[src/rtl/ac_pkg.sv]
// ---------------------------------------------------------------------------
// ac_pkg
// Shared definitions for the AC zone scheduler slice.
//   MINTEMP / MAXTEMP : legal setpoint window handed to the AC datapath
//   state_t           : scheduler FSM states (IDLE, GRANT, REST)
//   ac_mode_t         : AC mode codes used by the downstream control block
// ---------------------------------------------------------------------------
package ac_pkg;

    localparam int MINTEMP = 18;
    localparam int MAXTEMP = 26;

    typedef enum logic [1:0] {
        IDLE  = 2'd0,
        GRANT = 2'd1,
        REST  = 2'd2
    } state_t;

    typedef enum logic [1:0] {
        OFF       = 2'd0,
        AUTOMATIC = 2'd1,
        FAST_COOL = 2'd2,
        ECO       = 2'd3
    } ac_mode_t;

endpackage

[src/rtl/rr_arbiter.sv]
// ---------------------------------------------------------------------------
// rr_arbiter
// Combinational round-robin pick: the first asserted request at or after
// ptr, wrapping around to zone 0.
//   req   : request vector, one bit per zone
//   ptr   : index of the highest-priority zone for this pick
//   gnt   : one-hot grant (all-zero when no request)
//   idx   : index of the granted zone (0 when no request)
//   valid : at least one request present
// ---------------------------------------------------------------------------
module rr_arbiter #(
    parameter int NZONES = 4,
    parameter int IDX_W  = $clog2(NZONES)
) (
    input  logic [NZONES-1:0] req,
    input  logic [IDX_W-1:0]  ptr,
    output logic [NZONES-1:0] gnt,
    output logic [IDX_W-1:0]  idx,
    output logic              valid
);

    // Walk priority offsets k = 0..NZONES-1 from ptr; the first live request
    // wins. The inner loop keeps all vector indices constant after unrolling.
    always_comb begin
        gnt   = '0;
        idx   = '0;
        valid = 1'b0;
        for (int k = 0; k < NZONES; k++) begin
            for (int i = 0; i < NZONES; i++) begin
                if (!valid && req[i] && (i == ((int'(ptr) + k) % NZONES))) begin
                    gnt[i] = 1'b1;
                    idx    = IDX_W'(i);
                    valid  = 1'b1;
                end
            end
        end
    end

endmodule

[src/rtl/ac_zone_scheduler.sv]
// ---------------------------------------------------------------------------
// ac_zone_scheduler
// Time-shares one AC unit between NZONES room zones. Zones are granted in
// round-robin order; a grant lasts at least DWELL_CYCLES before another zone
// may preempt it (voluntary release is immediate), and an optional
// compressor rest gap of REST_CYCLES separates consecutive grants.
//
// Build option:
//   AC_REST_EN  defined   -> GRANT releases into REST, busy covers REST
//               undefined -> GRANT releases straight to IDLE, busy == ac_enable
//
// Ports:
//   clk             : system clock, rising edge
//   reset           : asynchronous, active-low reset
//   zone_req        : level request per zone
//   zone_setpoint   : packed setpoints, zone i at [i*TEMP_W +: TEMP_W]
//   grant           : one-hot grant, zero when no zone is served
//   active_zone     : index of granted zone, holds last value when idle
//   active_setpoint : setpoint of granted zone, clamped and latched at grant
//   ac_enable       : high only while a zone is granted
//   busy            : high while granted (and resting, with AC_REST_EN)
// All outputs are registered.
// ---------------------------------------------------------------------------
module ac_zone_scheduler
    import ac_pkg::*;
#(
    parameter int NZONES       = 4,
    parameter int TEMP_W       = 7,
    parameter int DWELL_CYCLES = 16,
    parameter int REST_CYCLES  = 8
) (
    input  logic                      clk,
    input  logic                      reset,
    input  logic [NZONES-1:0]         zone_req,
    input  logic [NZONES*TEMP_W-1:0]  zone_setpoint,
    output logic [NZONES-1:0]         grant,
    output logic [$clog2(NZONES)-1:0] active_zone,
    output logic [TEMP_W-1:0]         active_setpoint,
    output logic                      ac_enable,
    output logic                      busy
);

    localparam int IDX_W = $clog2(NZONES);
    localparam int DW_W  = $clog2(DWELL_CYCLES + 1);
    localparam int RS_W  = $clog2(REST_CYCLES + 1);

    // Saturate a requested setpoint into the window the AC datapath accepts.
    function automatic logic [TEMP_W-1:0] clamp_temp(input logic [TEMP_W-1:0] t);
        if (t < TEMP_W'(MINTEMP))
            return TEMP_W'(MINTEMP);
        else if (t > TEMP_W'(MAXTEMP))
            return TEMP_W'(MAXTEMP);
        else
            return t;
    endfunction

    state_t            state, state_nxt;
    logic [IDX_W-1:0]  rr_ptr;
    logic [DW_W-1:0]   dwell_cnt;
    logic [RS_W-1:0]   rest_cnt;

    logic [NZONES-1:0] arb_gnt;
    logic [IDX_W-1:0]  arb_idx;
    logic              arb_valid;
    logic [TEMP_W-1:0] arb_setpoint;

    logic              own_req;
    logic              other_req;
    logic              dwell_done;
    logic              rest_done;
    logic              start_grant;
    logic              release_grant;
    logic [IDX_W-1:0]  next_ptr;

    rr_arbiter #(
        .NZONES (NZONES),
        .IDX_W  (IDX_W)
    ) u_arb (
        .req   (zone_req),
        .ptr   (rr_ptr),
        .gnt   (arb_gnt),
        .idx   (arb_idx),
        .valid (arb_valid)
    );

    // Setpoint of the arbiter winner, selected by its one-hot grant.
    always_comb begin
        arb_setpoint = '0;
        for (int i = 0; i < NZONES; i++) begin
            if (arb_gnt[i])
                arb_setpoint = zone_setpoint[i*TEMP_W +: TEMP_W];
        end
    end

    assign own_req   = |(zone_req & grant);
    assign other_req = |(zone_req & ~grant);

    // dwell_cnt is 0 in the first granted cycle, so reaching DWELL_CYCLES-1
    // means this is the DWELL_CYCLES-th cycle of ac_enable: the earliest
    // point a competing zone may take over at the next edge.
    assign dwell_done = (dwell_cnt >= DW_W'(DWELL_CYCLES - 1));
    assign rest_done  = (rest_cnt == RS_W'(REST_CYCLES - 1));
    assign next_ptr   = (active_zone == IDX_W'(NZONES - 1)) ? '0 : active_zone + 1'b1;

    // FSM state register
    always_ff @(posedge clk or negedge reset) begin
        if (!reset)
            state <= IDLE;
        else
            state <= state_nxt;
    end

    // FSM next state and transition strobes
    always_comb begin
        state_nxt     = state;
        start_grant   = 1'b0;
        release_grant = 1'b0;
        case (state)
            IDLE: begin
                if (arb_valid) begin
                    state_nxt   = GRANT;
                    start_grant = 1'b1;
                end
            end
            GRANT: begin
                if (!own_req || (dwell_done && other_req)) begin
                    release_grant = 1'b1;
`ifdef AC_REST_EN
                    state_nxt     = REST;
`else
                    state_nxt     = IDLE;
`endif
                end
            end
            REST: begin
                if (rest_done)
                    state_nxt = IDLE;
            end
            default: state_nxt = IDLE;
        endcase
    end

    // Registered outputs, pointer and counters
    always_ff @(posedge clk or negedge reset) begin
        if (!reset) begin
            grant           <= '0;
            active_zone     <= '0;
            active_setpoint <= TEMP_W'(MINTEMP);
            ac_enable       <= 1'b0;
            busy            <= 1'b0;
            rr_ptr          <= '0;
            dwell_cnt       <= '0;
            rest_cnt        <= '0;
        end else begin
            ac_enable <= (state_nxt == GRANT);
            busy      <= (state_nxt != IDLE);

            if (start_grant) begin
                grant           <= arb_gnt;
                active_zone     <= arb_idx;
                active_setpoint <= clamp_temp(arb_setpoint);
                dwell_cnt       <= '0;
            end else if (state == GRANT && !release_grant &&
                         dwell_cnt != DW_W'(DWELL_CYCLES)) begin
                dwell_cnt <= dwell_cnt + 1'b1;
            end

            if (release_grant) begin
                grant    <= '0;
                rr_ptr   <= next_ptr;
                rest_cnt <= '0;
            end else if (state == REST && !rest_done) begin
                rest_cnt <= rest_cnt + 1'b1;
            end
        end
    end

endmodule
[config.mk]
export PLATFORM = sky130hd
export DESIGN_NAME = ac_zone_scheduler
export DESIGN_NICKNAME = d
export VERILOG_FILES = /design/src/rtl/ac_pkg.sv /design/src/rtl/rr_arbiter.sv /design/src/rtl/ac_zone_scheduler.sv
export SDC_FILE = /design/constraint.sdc
export NUM_CORES = 1
export LEC_CHECK = 0
export CAP_MARGIN = 20
export CORE_MARGIN = 3
export CORE_UTILIZATION = 45
export CTS_CLUSTER_DIAMETER = 120
export CTS_CLUSTER_SIZE = 8
export DETAILED_ROUTE_END_ITERATION = 10
export GPL_ROUTABILITY_DRIVEN = 0
export PLACE_DENSITY = 0.74
export SLEW_MARGIN = 10
export SYNTH_ARGS = -nofsm -noshare
export SYNTH_HDL_FRONTEND = slang
export SYNTH_SLANG_ARGS = --single-unit
[constraint.sdc]
create_clock -name clk -period 2.6 [get_ports clk]
set_input_delay 0.39 -clock clk [delete_from_list [all_inputs] [get_ports clk]]
set_output_delay 0.39 -clock clk [all_outputs]
set_load 0.05 [all_outputs]
==> results.tsv <==
metric	value	unit
grt_usage	21.93	%
die-area	4311	sq um
cts_hold_buf	0	
cts_resized	0	
clkTransAtPathRegs	160	ps
slowest_stage	clkdlybuf4s50_1	
drc	0	
ant_nets	0	
antenna_found_initial	0	
start_util	47.25	%
path_buf_inv	1	
wirelength	4385	um
max_slew_margin	44.44	%
syn2layout_area_growth	40.78	%
hp-class	in2async	
std_cell_rows	21	
final.setup.worst_slack	287.5	ps
maxCapViolations	0	
crit_path_end_kind	flip-flop	
drive_gt1_share	12.23	%
crit_path_cell_trace	clkdlybuf4s50_1 -> nor2b_1 -> o21ai_1 -> and2_1 -> a222oi_1 -> o311a_1 -> and3_1 -> a32o_1	
synth_cells	170	
grt_pass1_vias	1522	
async_flop_share	100.0	%
p_total	0.002266	W
finalMaxSlewViolations	0	
insertion_delay	340	ps
crit_arrival	2600	ps
crit_fanout	7	
vias_per_cell	5.575	
fin_skew	0.6980	ps
worst_pin_slew	827.8	ps
die_h	65.66	um
ys.flop_type	dfrtp_1	
netlist_area	1602	sq um
fp.coreArea	3390	sq um
critPathMaxStageDelay	620	ps
dr.pass1.iters	4	
status	complete, no violations	
hold_viol	0	
grt_max_degree	29	
dieWidth	65.66	um
postCtsSetupRepairBufs	0	
irDropWorstVdd	551.6	uV
cts_root_buf	clkbuf_4	
syn-num-nets	209	
clkSinkCount	28	
ys_warn_count	0	
rsz0062_at_grt	no	
dp_hpwl	3377	um
dp_cells	271	
synthDistinctLibCells	46	
period_needed	2313	ps
grt_pass1_wl	7210	um
setup_viol	0	
instances_no_fill	275	
syn_avg_cell_area	9.421	sq um
cts_buffer_depth	2	
tritoncts	done	
cp.required	2890	ps
p_leak	0.9576	nW
numCtsBuffers	3	
htreeDepth	1	
pre_cts_ws	-51.34	ps
crit_type	in2reg	
grt_overflow	0	
n_antenna_cell	0	
worstSetupStartpointType	input pin	
io_pins	49	
fmax	432.4	MHz
ys_seq_elements	28	
io_buffers	48	
nets	269	
routedWlPerCell	15.95	um
power.density	1005	nW/um^2
drt-initial-drc-count	156	
seq_area_frac_synth	43.91	%
path_delay_family	compound AO/OA/AOI/OAI gates	
vias	1533	
finalCritPeriodShare	88.94	%
synth-edff-count	0	
[flip-flops by register name, summed over array words and instances, names as in the netlist]
register,flops
active_zone,2
grant,4
ac_enable,1
busy,1
dwell_cnt,5
active_setpoint,7
rr_ptr,2
state,2
rest_cnt,4
[through the flow]
step | cell area [sq um] | setup TNS, ps | hold slack (ps) | util [%]
floorplan | 1602 | 0 | 94.41 | -
global route | 2255 | 0 | 401.4 | 66.52
detailed placement | 2202 | -64.59 | 474.8 | 64.97
CTS | 2255 | 0 | 411.7 | 66.52
global placement | 2202 | 0 | 474.6 | 64.97
finish | 2255 | 0 | 394.6 | 66.52
[layout make-up]
cell class	count	area, sq um
timing repair buffer	60	570.5
tap	46	57.56
fill	289	1135
clock buffer	3	22.52
inverter	8	30.03
sequential	28	703.2
multi-input combinational	129	840.8
clock inverter	1	30.03
[Yosys cell counts (4+ instances only)]
cell	n	area, sq um
nor2b_1	6	37.54
inv_1	7	26.28
ha_1	5	62.56
o21ai_0	12	60.06
dfrtp_1	26	650.6
nand4_1	4	25.02
xor2_1	4	35.03
a21oi_1	8	40.04
nand2_1	22	82.58
nor2_1	15	56.30
nand2b_1	7	43.79
[metal layers]
layer  global-route usage (%)  vias to the layer above  share of wire [%]
met5                        0                        -                  0
met2                    34.67                       41                 50
li1                         -                      733                  -
met1                    29.59                      752                 42
met4                    5.959                        0               0.84
met3                    5.641                        7                6.5
[cell families after synthesis]
kind of cell | synth area share [%]
muxes | 0.7031
DFF | 43.91
and+or+nand+nor | 19.53
adders and majority gates | 3.906
buffers and inverters | 3.593
AOI/OAI and AO/OA | 24.53
xor gates and xnor gates | 3.828
[worst paths after layout]
kind                                     from                  to  slack [ps]  cells past startpoint
max                               zone_req[0]  active_setpoint[2]         290                      8
min in group clk           active_setpoint[6]  active_setpoint[6]         510                      1
max reg2reg                      dwell_cnt[0]        dwell_cnt[2]         350                     10
min                                     reset         rest_cnt[0]         390                      2
max in group asynchronous               reset  active_setpoint[1]        1900                      2
min reg2reg                active_setpoint[6]  active_setpoint[6]         510                      1
[report_power, final]
part	total [W]	switching [W]	leakage [nW]	internal, W
Combinational	0.00128	0.000770	0.567	0.000512
Clock	0.000297	0.000141	0.0279	0.000156
Sequential	0.000686	0.000128	0.363	0.000558
Total	0.00227	0.00104	0.958	0.00123
[layout by cell type (no fill, tap or decap), types with 2 or more instances in the layout]
cell type / n
o21ai_0: 12
xnor2_1: 3
inv_1: 7
a221oi_1: 3
xor2_1: 4
a22oi_1: 3
nand2b_1: 7
clkbuf_4: 3
a32o_1: 3
dfstp_2: 2
a21oi_1: 8
ha_1: 5
and2_1: 3
clkdlybuf4s50_1: 48
a222oi_1: 2
nand2_1: 22
dfrtp_1: 26
buf_4: 12
and3_1: 2
a22o_2: 2
o21ai_1: 2
nor2_1: 15
a22o_1: 2
a31oi_1: 2
nand4_1: 4
nor2b_1: 6
Power figures use the tool's default switching activity.
